--- config.mk ---
export PLATFORM = sky130hd
export DESIGN_NAME = demux_stream_flat
export DESIGN_NICKNAME = d
export VERILOG_FILES = /design/src/rtl/demux_pkg.sv /design/src/rtl/demux_stream_if.sv /design/src/rtl/demux_slot.sv /design/src/rtl/demux_stream.sv /design/src/flat_wrapper.sv
export SDC_FILE = /design/constraint.sdc
export NUM_CORES = 1
export LEC_CHECK = 0
export ABC_AREA = 1
export ABC_CLOCK_PERIOD_IN_PS = 2400
export BUFFER_PORTS_ARGS = -buffer_cell sky130_fd_sc_hd__buf_2
export CORE_MARGIN = 5
export CORE_UTILIZATION = 51
export CTS_CLUSTER_DIAMETER = 100
export DETAILED_ROUTE_END_ITERATION = 10
export GPL_TIMING_DRIVEN = 0
export PLACE_DENSITY = 0.82
export SYNTH_ARGS = -nofsm -noshare
export SYNTH_HDL_FRONTEND = slang
export SYNTH_HIERARCHICAL = 1
export SYNTH_SLANG_ARGS = --single-unit
--- constraint.sdc ---
create_clock -name clk -period 2.4 [get_ports clk]
set_input_delay 0.48 -clock clk [delete_from_list [all_inputs] [get_ports clk]]
set_output_delay 0.48 -clock clk [all_outputs]
set_load 0.01 [all_outputs]
--- src/rtl/demux_pkg.sv ---
// Shared types and helpers for the 1-to-N stream demultiplexer.
package demux_pkg;

    typedef enum logic {
        EMPTY = 1'b0,
        FULL  = 1'b1
    } slot_state_e;

    localparam int DROP_CNT_W = 8;

    function automatic logic sel_in_range(input int unsigned sel, input int unsigned n);
        return sel < n;
    endfunction

endpackage

--- src/rtl/demux_stream_if.sv ---
// Input stream plus fanned-out per-channel streams of the demultiplexer.
interface demux_stream_if #(
    parameter int WIDTH = 8,
    parameter int N_OUT = 4,
    parameter int SEL_W = (N_OUT > 1) ? $clog2(N_OUT) : 1
);
    import demux_pkg::*;

    logic [WIDTH-1:0]       in_data;
    logic [SEL_W-1:0]       in_sel;
    logic                   in_valid;
    logic                   in_ready;
    logic [N_OUT*WIDTH-1:0] out_data;
    logic [N_OUT-1:0]       out_valid;
    logic [N_OUT-1:0]       out_ready;
    logic [DROP_CNT_W-1:0]  drop_cnt;

    modport master (
        output in_data, in_sel, in_valid, out_ready,
        input  in_ready, out_data, out_valid, drop_cnt
    );

    modport slave (
        input  in_data, in_sel, in_valid, out_ready,
        output in_ready, out_data, out_valid, drop_cnt
    );

endinterface

--- src/rtl/demux_slot.sv ---
// One output channel: EMPTY/FULL slot, visible 1 cycle after push.
// Accepts a push while empty or while its consumer pops in the same cycle.
module demux_slot
    import demux_pkg::*;
#(
    parameter int WIDTH = 8
) (
    input  logic             clk,
    input  logic             rst_n,
    input  logic             push,
    input  logic [WIDTH-1:0] push_data,
    input  logic             pop_ready,
    output logic             valid,
    output logic [WIDTH-1:0] data,
    output logic             can_accept
);

    slot_state_e      state_q;
    slot_state_e      state_d;
    logic [WIDTH-1:0] data_q;

    always_ff @(posedge clk or negedge rst_n) begin
        if (!rst_n) begin
            state_q <= EMPTY;
            data_q  <= '0;
        end else begin
            state_q <= state_d;
            if (push) begin
                data_q <= push_data;
            end
        end
    end

    always_comb begin
        state_d = state_q;
        unique case (state_q)
            EMPTY: if (push) state_d = FULL;
            FULL:  if (pop_ready && !push) state_d = EMPTY;
            default: state_d = EMPTY;
        endcase
    end

    assign valid      = (state_q == FULL);
    assign data       = data_q;
    assign can_accept = (state_q == EMPTY) || pop_ready;

endmodule

--- src/rtl/demux_stream.sv ---
// Registered 1-to-N demux, 1-cycle latency; stalls input only for a full, non-ready target.
// Out-of-range selects are always accepted, discarded and counted (saturating).
module demux_stream
    import demux_pkg::*;
#(
    parameter int WIDTH = 8,
    parameter int N_OUT = 4,
    parameter int SEL_W = (N_OUT > 1) ? $clog2(N_OUT) : 1
) (
    input  logic           clk,
    input  logic           rst_n,
    demux_stream_if.slave  bus
);

    logic [N_OUT-1:0]       push;
    logic [N_OUT-1:0]       can_accept;
    logic [N_OUT-1:0]       slot_valid;
    logic [WIDTH-1:0]       slot_data [N_OUT];
    logic [N_OUT*WIDTH-1:0] out_data_w;
    logic                   in_range;
    logic                   sel_ok;
    logic                   in_ready_w;
    logic                   xfer;
    logic [DROP_CNT_W-1:0]  drop_q;

    assign in_range = sel_in_range(32'(bus.in_sel), N_OUT);

    // Ready mux never looks at in_valid, so upstream may wait on in_ready.
    always_comb begin
        sel_ok = 1'b0;
        for (int k = 0; k < N_OUT; k++) begin
            if (bus.in_sel == SEL_W'(k)) sel_ok = can_accept[k];
        end
    end

    assign in_ready_w = !in_range || sel_ok;
    assign xfer       = bus.in_valid && in_ready_w;

    for (genvar k = 0; k < N_OUT; k++) begin : g_slot
        assign push[k] = xfer && in_range && (bus.in_sel == SEL_W'(k));

        demux_slot #(.WIDTH(WIDTH)) u_slot (
            .clk        (clk),
            .rst_n      (rst_n),
            .push       (push[k]),
            .push_data  (bus.in_data),
            .pop_ready  (bus.out_ready[k]),
            .valid      (slot_valid[k]),
            .data       (slot_data[k]),
            .can_accept (can_accept[k])
        );
    end

    always_comb begin
        out_data_w = '0;
        for (int k = 0; k < N_OUT; k++) begin
            out_data_w[k*WIDTH +: WIDTH] = slot_data[k];
        end
    end

    always_ff @(posedge clk or negedge rst_n) begin
        if (!rst_n) begin
            drop_q <= '0;
        end else if (xfer && !in_range && (drop_q != '1)) begin
            drop_q <= drop_q + DROP_CNT_W'(1);
        end
    end

    assign bus.in_ready  = in_ready_w;
    assign bus.out_valid = slot_valid;
    assign bus.out_data  = out_data_w;
    assign bus.drop_cnt  = drop_q;

endmodule

--- src/flat_wrapper.sv ---
// flat-port wrapper written by rule: the top's interface ports become plain ports
module demux_stream_flat import demux_pkg::*;
#(
    parameter int WIDTH = 8,
    parameter int N_OUT = 4,
    parameter int SEL_W = (N_OUT > 1) ? $clog2(N_OUT) : 1
)
  (clk, rst_n, bus_in_data, bus_in_sel, bus_in_valid, bus_out_ready, bus_in_ready, bus_out_data, bus_out_valid, bus_drop_cnt);
  demux_stream_if #(.WIDTH(WIDTH), .N_OUT(N_OUT), .SEL_W(SEL_W)) bus_i ();
  input  logic clk;
  input  logic rst_n;
  input wire logic [$bits(bus_i.in_data)-1:0] bus_in_data;
  input wire logic [$bits(bus_i.in_sel)-1:0] bus_in_sel;
  input wire logic [$bits(bus_i.in_valid)-1:0] bus_in_valid;
  input wire logic [$bits(bus_i.out_ready)-1:0] bus_out_ready;
  output wire logic [$bits(bus_i.in_ready)-1:0] bus_in_ready;
  output wire logic [$bits(bus_i.out_data)-1:0] bus_out_data;
  output wire logic [$bits(bus_i.out_valid)-1:0] bus_out_valid;
  output wire logic [$bits(bus_i.drop_cnt)-1:0] bus_drop_cnt;
  assign bus_i.in_data = bus_in_data;
  assign bus_i.in_sel = bus_in_sel;
  assign bus_i.in_valid = bus_in_valid;
  assign bus_i.out_ready = bus_out_ready;
  assign bus_in_ready = bus_i.in_ready;
  assign bus_out_data = bus_i.out_data;
  assign bus_out_valid = bus_i.out_valid;
  assign bus_drop_cnt = bus_i.drop_cnt;
  demux_stream #(.WIDTH(WIDTH), .N_OUT(N_OUT), .SEL_W(SEL_W)) u_core (.clk(clk), .rst_n(rst_n), .bus(bus_i));
endmodule
---- Word level (Yosys, flattened, before mapping) ----
Cells that the tools add are included.
cells by class
  equal/unequal tests ..................... 3
  multiplexer cells ....................... 16
  bitwise gates (word level) .............. 4
  reductions and logical operators ........ 18
operator list
  operator                                                               count
  1-bit two-way mux                                                      12
  1-bit logical AND                                                      9
  1-bit case mux with 2 select lines                                     4
  2-bit equality test, second input constant                             2
  1-bit logical NOT                                                      4
  1-bit logical OR                                                       4
  1-bit inverter                                                         4
  2-bit by 1-bit equality test with 1-bit output, second input constant  1
  2-bit logical NOT                                                      1
storage, ports and cells
  bits in registers ....................... 36
  bits of input ports ..................... 17
  output and inout port bits .............. 45
  word-level logic and storage cells ...... 49

---- Longest topological paths before layout ----
Gate-level depths: netlist of run 1.
  depth in word-level cells ............... 12
  depth in mapped cells ................... 12
  gate-level depth less buffers ........... 11

---- By module ----
Netlist of run 1, hierarchy kept.
by module, submodules not included
  module        times used  cells an instance  area each (um2)  seq. area each (um2)
  demux_slot    4           38                 341.6            225.2
  demux_stream  1           31                 160.2            0.0

---- Worst setup path after synthesis of run 1 ----
OpenSTA, ideal clock, no wires.
  path type ............................... input port to flip-flop
  start point ............................. input port bus_out_ready[3]
  end point ............................... register u_core.g_slot[1].u_slot.data_q[0]
  setup time .............................. 0.117 ns
  data arrival time ....................... 1.375 ns
  required time ........................... 2.283 ns
  slack ................................... 0.908 ns
  stages .................................. 12
  buffers on the path ..................... 1
  path through ............................ inv_1 nand2_1 inv_1 nand3_1 nand2_1 nor2_2 nand2_2 nor2_1 buf_6 inv_2 nand2_1 nand2_1
on the way
  cells in the longest elaborated chain, start to end .. 4
ends and longest elaborated chain
  item                            RTL line            RTL
  start, declared                 flat_wrapper.sv:15  input wire logic [$bits(bus_i.out_ready)-1:0] bus_out_ready;
  1-bit logical OR                demux_slot.sv:45    assign can_accept = (state_q == EMPTY) || pop_ready;
  named net u_core.can_accept[3]  demux_stream.sv:16  logic [N_OUT-1:0] can_accept;
  1-bit two-way mux               demux_stream.sv:32  if (bus.in_sel == SEL_W'(k)) sel_ok = can_accept[k];
  named net bus_in_ready          flat_wrapper.sv:16  output wire logic [$bits(bus_i.in_ready)-1:0] bus_in_ready;
  1-bit logical AND               demux_stream.sv:37  assign xfer = bus.in_valid && in_ready_w;
  1-bit logical AND               demux_stream.sv:40  assign push[k] = xfer && in_range && (bus.in_sel == SEL_W'(k));
  named net u_core.push[1]        demux_stream.sv:15  logic [N_OUT-1:0] push;
  end signal, assigned            demux_slot.sv:29    data_q <= push_data;
  end, declared                   demux_slot.sv:20    logic [WIDTH-1:0] data_q;
The timed path passes the listed nets, and every way through them passes these cells.
A chain may end at the register's enable or synchronous reset.

---- Worst setup path in the final report of run 1 ----
  start point ............................. register u_core.g_slot[3].u_slot.state_q
  end point ............................... output port bus_in_ready
on the way
  cells in the longest elaborated chain, start to end .. 3
ends and longest elaborated chain
  item                            RTL line            RTL
  start, declared                 demux_slot.sv:18    slot_state_e state_q;
  start signal, assigned          demux_slot.sv:27    state_q <= state_d;
  1-bit inverter                  -
  1-bit logical OR                demux_slot.sv:45
  named net u_core.can_accept[3]  demux_stream.sv:16
  1-bit two-way mux               demux_stream.sv:32
  end, declared                   flat_wrapper.sv:16
The timed path passes the listed nets, and every way through them passes these cells.

==> flow_summary_export.csv, run 1 <==
group,metric,value,unit
outcome,run_status,"finished clean",
floorplan,io-pin-count,62,
timing,fin_worst_skew,8.40,ps
synthesis,netlist.top_cell.by_area,"dfrtp_1",
global_routing,initial_antenna_violation_count,0,
timing,worstMarginPinSlew,762,ps
synthesis,synthesis.area,1530,um2
synthesis,syn_inst,183,
floorplan,num_rows,19,
route,detailroute.via_count,1303,
placed_design,dpl-instance-area,1860,um2
global_routing,grt-ovfl-total,0,
timing,finalHoldViolations,0,
timing,slew_headroom,49.2,%
timing,final_critical_path_setup_slack,677,ps
worst_setup_path,setup.worst_path.end_class,"output pin",
timing,slew_violations,0,
worst_setup_path,setup.reg_to_reg.worst_slack,950,ps
floorplan,dieWidth,64.7,um
global_routing,track_usage,18.0,%
synthesis,synth_top_area_share,59.0,%
timing,timing.final.crit_period,1720,ps
floorplan,dieArea,4190,um2
route,drc_errors,0,
finish,final_util,68.4,%
synthesis,synth_top_cells_by_area,"dfrtp_1 59%, nand2_1 27%, buf_4 3.9%",
synthesis,yosys_warnings,6,
placed_design,dpl_worst_slack,731,ps
floorplan,core-area,2810,um2
power_and_ir_drop,power.density_cell_area,749,nW/um2
route,routed_wl,3.41,mm
clock_tree,cts_clock_pin_slew_for_the_worst_setup_and_hold_paths,100,ps
clock_tree,worstSkewPairLatency,330,ps
clock_tree,post_cts.repair.setup_buffers,0,
synthesis,ys_seq_elements,36,
worst_setup_path,setup.worst_path.start_class,"register",
finish,postLayoutCellArea,1920,um2
floorplan,fp.dieH,64.7,um
finish,antenna_cells,0,
placed_design,hpwlAfterDp,2.58,mm
clock_tree,cts_hold_buf,0,
route,avgRoutedWirePerCell,12.1,um
global_routing,pin_count_of_the_biggest_net_entering_global_routing,37,
global_routing,grt_pass1_vias,1273,
power_and_ir_drop,power,0.00144,W
timing,fin_crit_sh,71.8,%
timing,grt_setup_unrepaired,"no",
power_and_ir_drop,vdd_drop_max,0.531,mV
synthesis,synth_cell_type_count,13,
placed_design,place_congestion,0.701,
worst_setup_path,worst-endpoint-required,1920,ps
power_and_ir_drop,power.static_leakage,1.22,nW
route,avgViaCountPerCell,4.62,
worst_setup_path,timing.reg2reg.worst_path_depth,11,
flow_run,cap_viol_max_count,0,
clock_tree,clk_root_buffer_cell,"clkbuf_4",
timing,finalSetupTns,0,ps
finish,layout-area-overhead-vs-synth,25.7,%
clock_tree,ctsResizeCount,0,
route,firstDrtPassIters,4,
worst_setup_path,criticalPathCategory,"register to output pin",
route,drt.antenna.violating_nets,0,
clock_tree,htree_levels,2,
clock_tree,cts_tree,"yes",
timing,finalSetupViolCount,0,
synthesis,synth.yosys.seq_area_share,59.0,%
finish,layout-drive-gt1-share,31.5,%
worst_hold_path,timing.hold.worst.class,"primary input to async pin",
timing,max_freq,0.580,GHz
finish,design.final.nets,267,
synthesis,avgSynthCellArea,8.34,um2
global_routing,wire_length_of_the_first_global_routing_pass,5.82,mm
worst_setup_path,cp_data_arrival_time,1240,ps
floorplan,initial_core_util,54.4,%
clock_tree,clock_sinks,36,
clock_tree,cts_made_buffers,5,
worst_setup_path,timing.critical_path.fanout_max,3,
route,first_iter_violations,49,
clock_tree,cts-root-to-sink-buffers,2,
placed_design,port_buffers,53,
==> routing by layer <==
metal | GRT usage (%) | vias to the layer above | share of wire (%) | routed length (um)
li1 | - | 658 | - | -
met3 | 4.66 | 8 | 9.7 | 330
met4 | 9.23 | 0 | 2.5 | 86
met1 | 23.2 | 578 | 42 | 1440
met2 | 28.1 | 59 | 46 | 1550
met5 | 0 | - | 0 | 0
==> final timing paths <==
| kind | endpoint | startpoint |
|---|---|---|
| max in group asynchronous | u_core/g_slot[3].u_slot/valid | rst_n |
| min | u_core/g_slot[2].u_slot/data[6] | rst_n |
| max reg2reg | u_core/g_slot[0].u_slot/data[4] | u_core/g_slot[3].u_slot/valid |
| min in group clk | u_core/g_slot[1].u_slot/valid | bus_out_ready[1] |
| min reg2reg | u_core/g_slot[3].u_slot/data[4] | u_core/g_slot[3].u_slot/data[4] |
| max | bus_in_ready | u_core/g_slot[3].u_slot/valid |
==> sequential cells by signal, indices dropped and copies added, names as in the netlist <==
register	cells
u_core/g_slot.u_slot/data	32
u_core/g_slot.u_slot/valid	4
==> stage by stage <==
step,hold WS (ps),instances
final,209,282
after detailed placement,453,274
after global placement,450,274
after floorplan,184,190
after CTS,226,282
after global routing,274,282
==> cells in the mapped netlist <==
master / instances
nand2_1: 109
dfrtp_1: 36
inv_1: 11
buf_4: 8
buf_6: 4
inv_2: 4
nor2_1: 4
nand3_1: 2
conb_1: 1
nand2_2: 1
nand3b_1: 1
nand4_1: 1
nor2_2: 1
==> critical path, stage by stage (launching register included) <==
cell and delay, ps:
dfrtp_1 380, nand2_1 110, inv_1 50, nand3_1 60, nand2_1 60, nor2_2 120, buf_2 140
==> cells in the final DEF (no fill, tap or decap) <==
| master | netlist | layout |
|---|---|---|
| buf_2 | 0 | 53 |
| nor2_2 | 1 | 1 |
| nand3b_1 | 1 | 1 |
| nand3_1 | 2 | 2 |
| inv_2 | 4 | 4 |
| inv_1 | 11 | 11 |
| nand4_1 | 1 | 1 |
| dfrtp_1 | 36 | 36 |
| buf_4 | 8 | 8 |
| nand2_2 | 1 | 1 |
| buf_6 | 4 | 4 |
| nor2_1 | 4 | 4 |
| conb_1 | 1 | 8 |
| clkinv_2 | 0 | 2 |
| clkbuf_8 | 0 | 1 |
| clkbuf_4 | 0 | 5 |
| nand2_1 | 109 | 109 |
==> report_power, final <==
| group | switching (W) | leakage, nW | internal (W) | total [W] |
|---|---|---|---|---|
| Combinational | 0.000201 | 0.735 | 0.000139 | 0.000340 |
| Clock | 0.000193 | 0.0380 | 0.000139 | 0.000333 |
| Sequential | 0.0000528 | 0.451 | 0.000710 | 0.000763 |
==> logic make-up (layout without fill, tap and decap cells) <==
family                 Yosys count  in the layout  share of synthesized area [%]
DFF                             36             36                           59.0
buffers and inverters           27             88                           10.6
and+or+nand+nor                119            119                           30.2
other                            1              8                          0.246
==> area by class of cell <==
type,count,area (um2)
plain buffers,12,105
fillers,270,887
inverters,15,56.3
clock inverters,2,10.0
well taps,31,38.8
repair buffers,53,265
flip-flops and latches,36,901
multi-input cells,127,490
clock buffers,6,51.3
Power figures use the tool's default switching activity.
==> run 2: changes to the inputs <==
- ABC_AREA: 1 -> 0
- ABC_CLOCK_PERIOD_IN_PS: 2400 -> 1500
- CORE_UTILIZATION: 51 -> 43
- PLACE_DENSITY: 0.82 -> 0.73
- clock period: 2.4 -> 1.5 ns (I/O delays scaled with it)
==> flow_summary_export.csv, run 2 <==
group,metric,value,unit
outcome,run_status,"finished with violations",
outcome,violated_checks,"setup timing",
route,first_iter_violations,43,
clock_tree,cts-root-to-sink-buffers,2,
synthesis,avgSynthCellArea,17.1,um2
finish,antenna_cells,0,
floorplan,num_rows,22,
global_routing,wire_length_of_the_first_global_routing_pass,5.20,mm
finish,area_of_all_sequential_standard_cells,901,um2
route,detailroute.via_count,992,
timing,grt_setup_unrepaired,"yes",
synthesis,netlist.top_cell.by_area,"dfrtp_1",
synthesis,yosys_warnings,6,
worst_setup_path,setup.worst_path.end_class,"output pin",
worst_setup_path,worst-endpoint-required,1200,ps
worst_setup_path,timing.critical_path.fanout_max,2,
finish,final.fill_count,309,
route,routed_wl,3.29,mm
timing,slew_headroom,48.4,%
clock_tree,cts_made_buffers,5,
synthesis,ys_seq_elements,36,
timing,slew_violations,0,
placed_design,dpl-instance-area,1960,um2
global_routing,grt-ovfl-total,0,
clock_tree,cts_hold_buf,0,
synthesis,synthTopCellsByCount,"36 x dfrtp_1, 32 x mux2_4, 8 x buf_4, 8 x nand2b_1, 4 x buf_6",
clock_tree,cts_clock_pin_slew_for_the_worst_setup_and_hold_paths,70,ps
synthesis,ys.flop_type,"dfrtp_1",
floorplan,io-pin-count,62,
finish,largest_register_ffs,32,
global_routing,initial_antenna_violation_count,0,
floorplan,initial_core_util,44.2,%
clock_tree,cts_tree,"yes",
timing,fin_worst_skew,4.24,ps
synthesis,synth_cell_type_count,10,
finish,layout-drive-gt1-share,68.5,%
floorplan,dieWidth,71.1,um
placed_design,port_buffers,53,
finish,final_common_cell,"buf_2",
synthesis,synth_most_common_cell,"dfrtp_1",
placed_design,place_congestion,0.711,
global_routing,grt_pass1_vias,998,
global_routing,pin_count_of_the_biggest_net_entering_global_routing,37,
placed_design,hpwlAfterDp,2.29,mm
clock_tree,clock_sinks,36,
timing,final_critical_path_setup_slack,-119,ps
synthesis,syn_inst,94,
power_and_ir_drop,vdd_drop_max,0.475,mV
clock_tree,worstSkewPairLatency,280,ps
placed_design,dpl_worst_slack,29.4,ps
clock_tree,clk_root_buffer_cell,"clkbuf_8",
timing,fin_crit_sh,108,%
synthesis,synth.yosys.seq_area_share,56.0,%
timing,worstMarginPinSlew,774,ps
synthesis,synth_top_cells_by_area,"dfrtp_1 56%, mux2_4 30%, buf_4 3.7%",
flow_run,cap_viol_max_count,0,
route,drt.antenna.violating_nets,0,
route,avgRoutedWirePerCell,15.2,um
power_and_ir_drop,power.density_cell_area,1250,nW/um2
synthesis,synth_top_area_share,56.0,%
clock_tree,htree_levels,2,
timing,finalHoldViolations,0,
route,drc_errors,0,
worst_hold_path,timing.hold.worst.class,"primary input to async pin",
worst_setup_path,cp_data_arrival_time,1320,ps
synthesis,synth_enable_flop_cells,0,
route,avgViaCountPerCell,4.59,
synthesis,synthesis.area,1610,um2
finish,multi_input_logic_area,628,um2
worst_setup_path,criticalPathCategory,"register to output pin",
finish,postLayoutCellArea,2120,um2
floorplan,core-area,3630,um2
timing,max_freq,0.618,GHz
timing,finalSetupViolCount,1,
finish,design.final.nets,185,
global_routing,track_usage,13.7,%
synthesis,async_reset_ff_share,100,%
finish,layout-area-overhead-vs-synth,31.9,%
worst_setup_path,setup.worst_path.start_class,"register",
floorplan,dieArea,5060,um2
finish,layout.cells.most_common_list,"52 x buf_2, 36 x dfrtp_1, 32 x mux2_4",
floorplan,fp.dieH,71.1,um
route,firstDrtPassIters,4,
timing,timing.final.crit_period,1620,ps
power_and_ir_drop,power.static_leakage,1.10,nW
[run 2: cell types whose count changed in the layout (fill, tap and decap cells not counted), moves of 2 or more]
cell	change
nand2_1	-109
mux2_4	+32
inv_1	-11
nand2b_1	+8
buf_4	+5
clkbuf_4	-5
clkbuf_8	+4
inv_2	-4
nor2_1	-4
and4b_2	+2
buf_12	+2
nand3_1	-2
[run 2: kinds of logic (layout without fill, tap and decap cells)]
family | count (synthesis) | after routing | synth area share (%)
other | 1 | 8 | 0.233
and+or+nand+nor | 12 | 12 | 5.91
buffers and inverters | 12 | 79 | 6.54
muxes | 33 | 33 | 31.3
DFF | 36 | 36 | 56.0
[run 2: cell type report]
type | count | share of cell area [%]
sequential | 36 | 42.5
clock buffer | 6 | 3.42
clock inverter | 1 | 0.236
tap | 48 | 2.83
multi-input combinational | 53 | 29.6
buffer | 12 | 5.78
timing repair buffer | 60 | 15.6
[run 2: worst paths after layout]
kind,start,endpoint,slack [ps],depth (start not counted)
max in group asynchronous,rst_n,u_core/g_slot[1].u_slot/data[4],920,1
worst max register to register,u_core/g_slot[2].u_slot/valid,u_core/g_slot[2].u_slot/data[3],20,6
worst max-delay path,u_core/g_slot[3].u_slot/valid,bus_in_ready,-120,3
min in group clk,bus_in_data[2],u_core/g_slot[3].u_slot/data[2],300,2
worst min-delay path,rst_n,u_core/g_slot[1].u_slot/valid,90,1
worst min register to register,u_core/g_slot[0].u_slot/data[4],u_core/g_slot[0].u_slot/data[4],510,1
[run 2: worst max-delay path, stage by stage, from the launching register on]
cell	delay, ps
dfrtp_1	350
nand2b_1	70
mux4_2	480
buf_6	140
[run 2: repair_timing]
| item | in CTS | in global routing |
|---|---|---|
| setup endpoints to repair | 1 | 1 |
| resized for setup | 1 | 6 |
| endpoints found under the hold margin | 0 | 0 |
| buffers inserted | 4 | 3 |
[run 2: layer usage]
layer | track usage (%) | vias up | part of all wire (%)
li1 | - | 457 | -
met1 | 16.5 | 490 | 42
met2 | 21.4 | 36 | 49
met3 | 3.55 | 9 | 6.4
met4 | 9.39 | 0 | 2.9
met5 | 0 | - | 0
[run 2: per-stage QoR]
stage	power (W)	TNS (ps)	cells	utilization (%)	hold slack, ps
floorplan	0.00170	0	101	-	4.41
global placement	0.00198	0	202	53.9	401
detailed placement	0.00200	0	202	53.9	422
CTS	0.00266	-119	213	57.1	110
global route	0.00277	-560	216	58.4	162
finish	0.00264	-119	216	58.4	90.6
[run 2: power breakdown]
group	leakage, nW	switching [W]	total, W	internal, W
sequential	0.432	0.000110	0.00127	0.00116
clock	0.0410	0.000318	0.000634	0.000315
combinational	0.627	0.000298	0.000736	0.000438
total	1.10	0.000726	0.00264	0.00191
==> run 3: changes to the inputs <==
- PLACE_DENSITY: 0.73 -> 0.8
==> flow_summary_export.csv, run 3 (synthesis gave the netlist of run 2 again) <==
group,metric,value,unit
power_and_ir_drop,share_seq_of_total_power,46.7,%
worst_setup_path,cp_data_arrival_time,1350,ps
clock_tree,cts_clock_pin_slew_for_the_worst_setup_and_hold_paths,60,ps
clock_tree,cts_tree,"yes",
floorplan,io-pin-count,62,
outcome,violated_checks,"setup timing",
global_routing,pin_count_of_the_biggest_net_entering_global_routing,37,
clock_tree,worstSkewPairLatency,280,ps
worst_setup_path,setup.worst_path.start_class,"register",
timing,fin_crit_sh,110,%
clock_tree,htree_levels,2,
worst_setup_path,setup.worst_path.end_class,"output pin",
worst_setup_path,regToRegStartpoint,"u_core/g_slot[0].u_slot/valid",
finish,layout-area-overhead-vs-synth,30.7,%
floorplan,dieArea,5060,um2
floorplan,initial_core_util,44.2,%
worst_setup_path,timing.critical_path.fanout_max,2,
clock_tree,cts-root-to-sink-buffers,2,
global_routing,grt_pass1_vias,1044,
route,avgViaCountPerCell,4.60,
clock_tree,clk_root_buffer_cell,"clkbuf_8",
clock_tree,cts_hold_buf,0,
power_and_ir_drop,cellInternalPower,0.00200,W
global_routing,track_usage,14.2,%
flow_run,cap_viol_max_count,0,
worst_setup_path,criticalPathCategory,"register to output pin",
route,detailroute.via_count,979,
route,drt.antenna.violating_nets,0,
floorplan,fp.dieH,71.1,um
outcome,run_status,"finished with violations",
route,firstDrtPassIters,4,
finish,layout.cells.most_common_list,"52 x buf_2, 36 x dfrtp_1, 32 x mux2_4",
worst_setup_path,timing.rr.end,"u_core/g_slot[0].u_slot/data[1]",
floorplan,dieWidth,71.1,um
power_and_ir_drop,power.static_leakage,1.09,nW
timing,final_critical_path_setup_slack,-148,ps
placed_design,port_buffers,53,
power_and_ir_drop,switchingPower,0.000723,W
finish,final_common_cell,"buf_2",
timing,slew_violations,0,
worst_setup_path,setup.reg_to_reg.worst_slack,80,ps
finish,layout-drive-gt1-share,68.5,%
global_routing,wire_length_of_the_first_global_routing_pass,5.57,mm
global_routing,initial_antenna_violation_count,0,
finish,largest_register_ffs,32,
power_and_ir_drop,share_clk_of_total_power,26.4,%
timing,max_freq,0.607,GHz
timing,finalSetupViolCount,1,
global_routing,grt-ovfl-total,0,
power_and_ir_drop,power.density_cell_area,1300,nW/um2
power_and_ir_drop,vdd_drop_max,0.548,mV
placed_design,hpwlAfterDp,2.47,mm
worst_hold_path,timing.hold.worst.class,"primary input to async pin",
route,drc_errors,0,
route,first_iter_violations,22,
timing,fin_worst_skew,3.52,ps
finish,antenna_cells,0,
finish,design.final.nets,182,
timing,finalHoldViolations,0,
timing,fin_worst_hold_slack,96.5,ps
worst_setup_path,worst-endpoint-required,1200,ps
timing,grt_setup_unrepaired,"yes",
power_and_ir_drop,netSwitchingFraction,26.6,%
power_and_ir_drop,comb_power_share,26.9,%
clock_tree,clock_sinks,36,
worst_setup_path,timing.reg2reg.worst_path_depth,5,
floorplan,num_rows,22,
timing,timing.final.crit_period,1650,ps
placed_design,place_congestion,0.764,
timing,slew_headroom,48.8,%
route,avgRoutedWirePerCell,16.1,um
timing,worstMarginPinSlew,768,ps
finish,final_util,57.8,%
clock_tree,cts_made_buffers,5,
route,routed_wl,3.43,mm
floorplan,core-area,3630,um2
[run 3: changes by cell type in the layout (fill, tap and decap cells not counted), sizes merged]
cell / delta
buf: -3
clkbuf: +1
clkinv: -1
[run 3: through the flow]
stage	TNS, ps	total power (W)	worst slack (ps)	instances	instance area (um2)
floorplan	0	0.00170	214	101	1630
global placement	0	0.00198	35.6	202	1960
detailed placement	0	0.00201	1.24	202	1960
CTS	-143	0.00274	-143	212	2080
global route	-211	0.00285	-211	213	2100
finish	-148	0.00272	-148	213	2100
[run 3: metal layers]
layer	vias up	routed length [um]	track usage (%)
li1	449	-	-
met1	486	1350	16.8
met2	39	1790	24.3
met3	5	229	2.84
met4	0	62	7.52
met5	-	0	0
[run 3: worst max-delay path by stage]
stage | end | start | cells after the start
floorplan | u_core/g_slot[0].u_slot/data[0] | u_core/g_slot[0].u_slot/valid | 4
detailed placement | bus_in_ready | bus_out_ready[3] | 4
CTS | bus_in_ready | u_core/g_slot[3].u_slot/valid | 3
global route | bus_in_ready | u_core/g_slot[3].u_slot/valid | 3
global placement | bus_in_ready | bus_out_ready[3] | 4
finish | bus_in_ready | u_core/g_slot[3].u_slot/valid | 3
[run 3: area by class of cell]
type / count / area [um2]
buffer: 12 / 114
tap: 48 / 60.1
sequential: 36 / 901
multi-input combinational: 53 / 628
clock buffer: 7 / 96.3
fill: 343 / 1530
timing repair buffer: 57 / 302
[run 3: worst max-delay path, cell delays in order (launching register included)]
cell and delay [ps]:
dfrtp_1 360, nand2b_1 80, mux4_2 490, buf_6 140
[run 3: what timing repair did]
action,4_1_cts,5_1_grt
endpoints found under the setup margin,1,6
setup buffers,3,1
gates resized for setup,1,2
[run 3: power by group through the flow]
stage          clock, W  sequential, W  combinational [W]
2_1_floorplan         0        0.00137           0.000336
3_3_place_gp          0        0.00127           0.000710
3_5_place_dp          0        0.00129           0.000727
4_1_cts        0.000731        0.00127           0.000738
5_1_grt        0.000766        0.00130           0.000786
6_report       0.000719        0.00127           0.000733
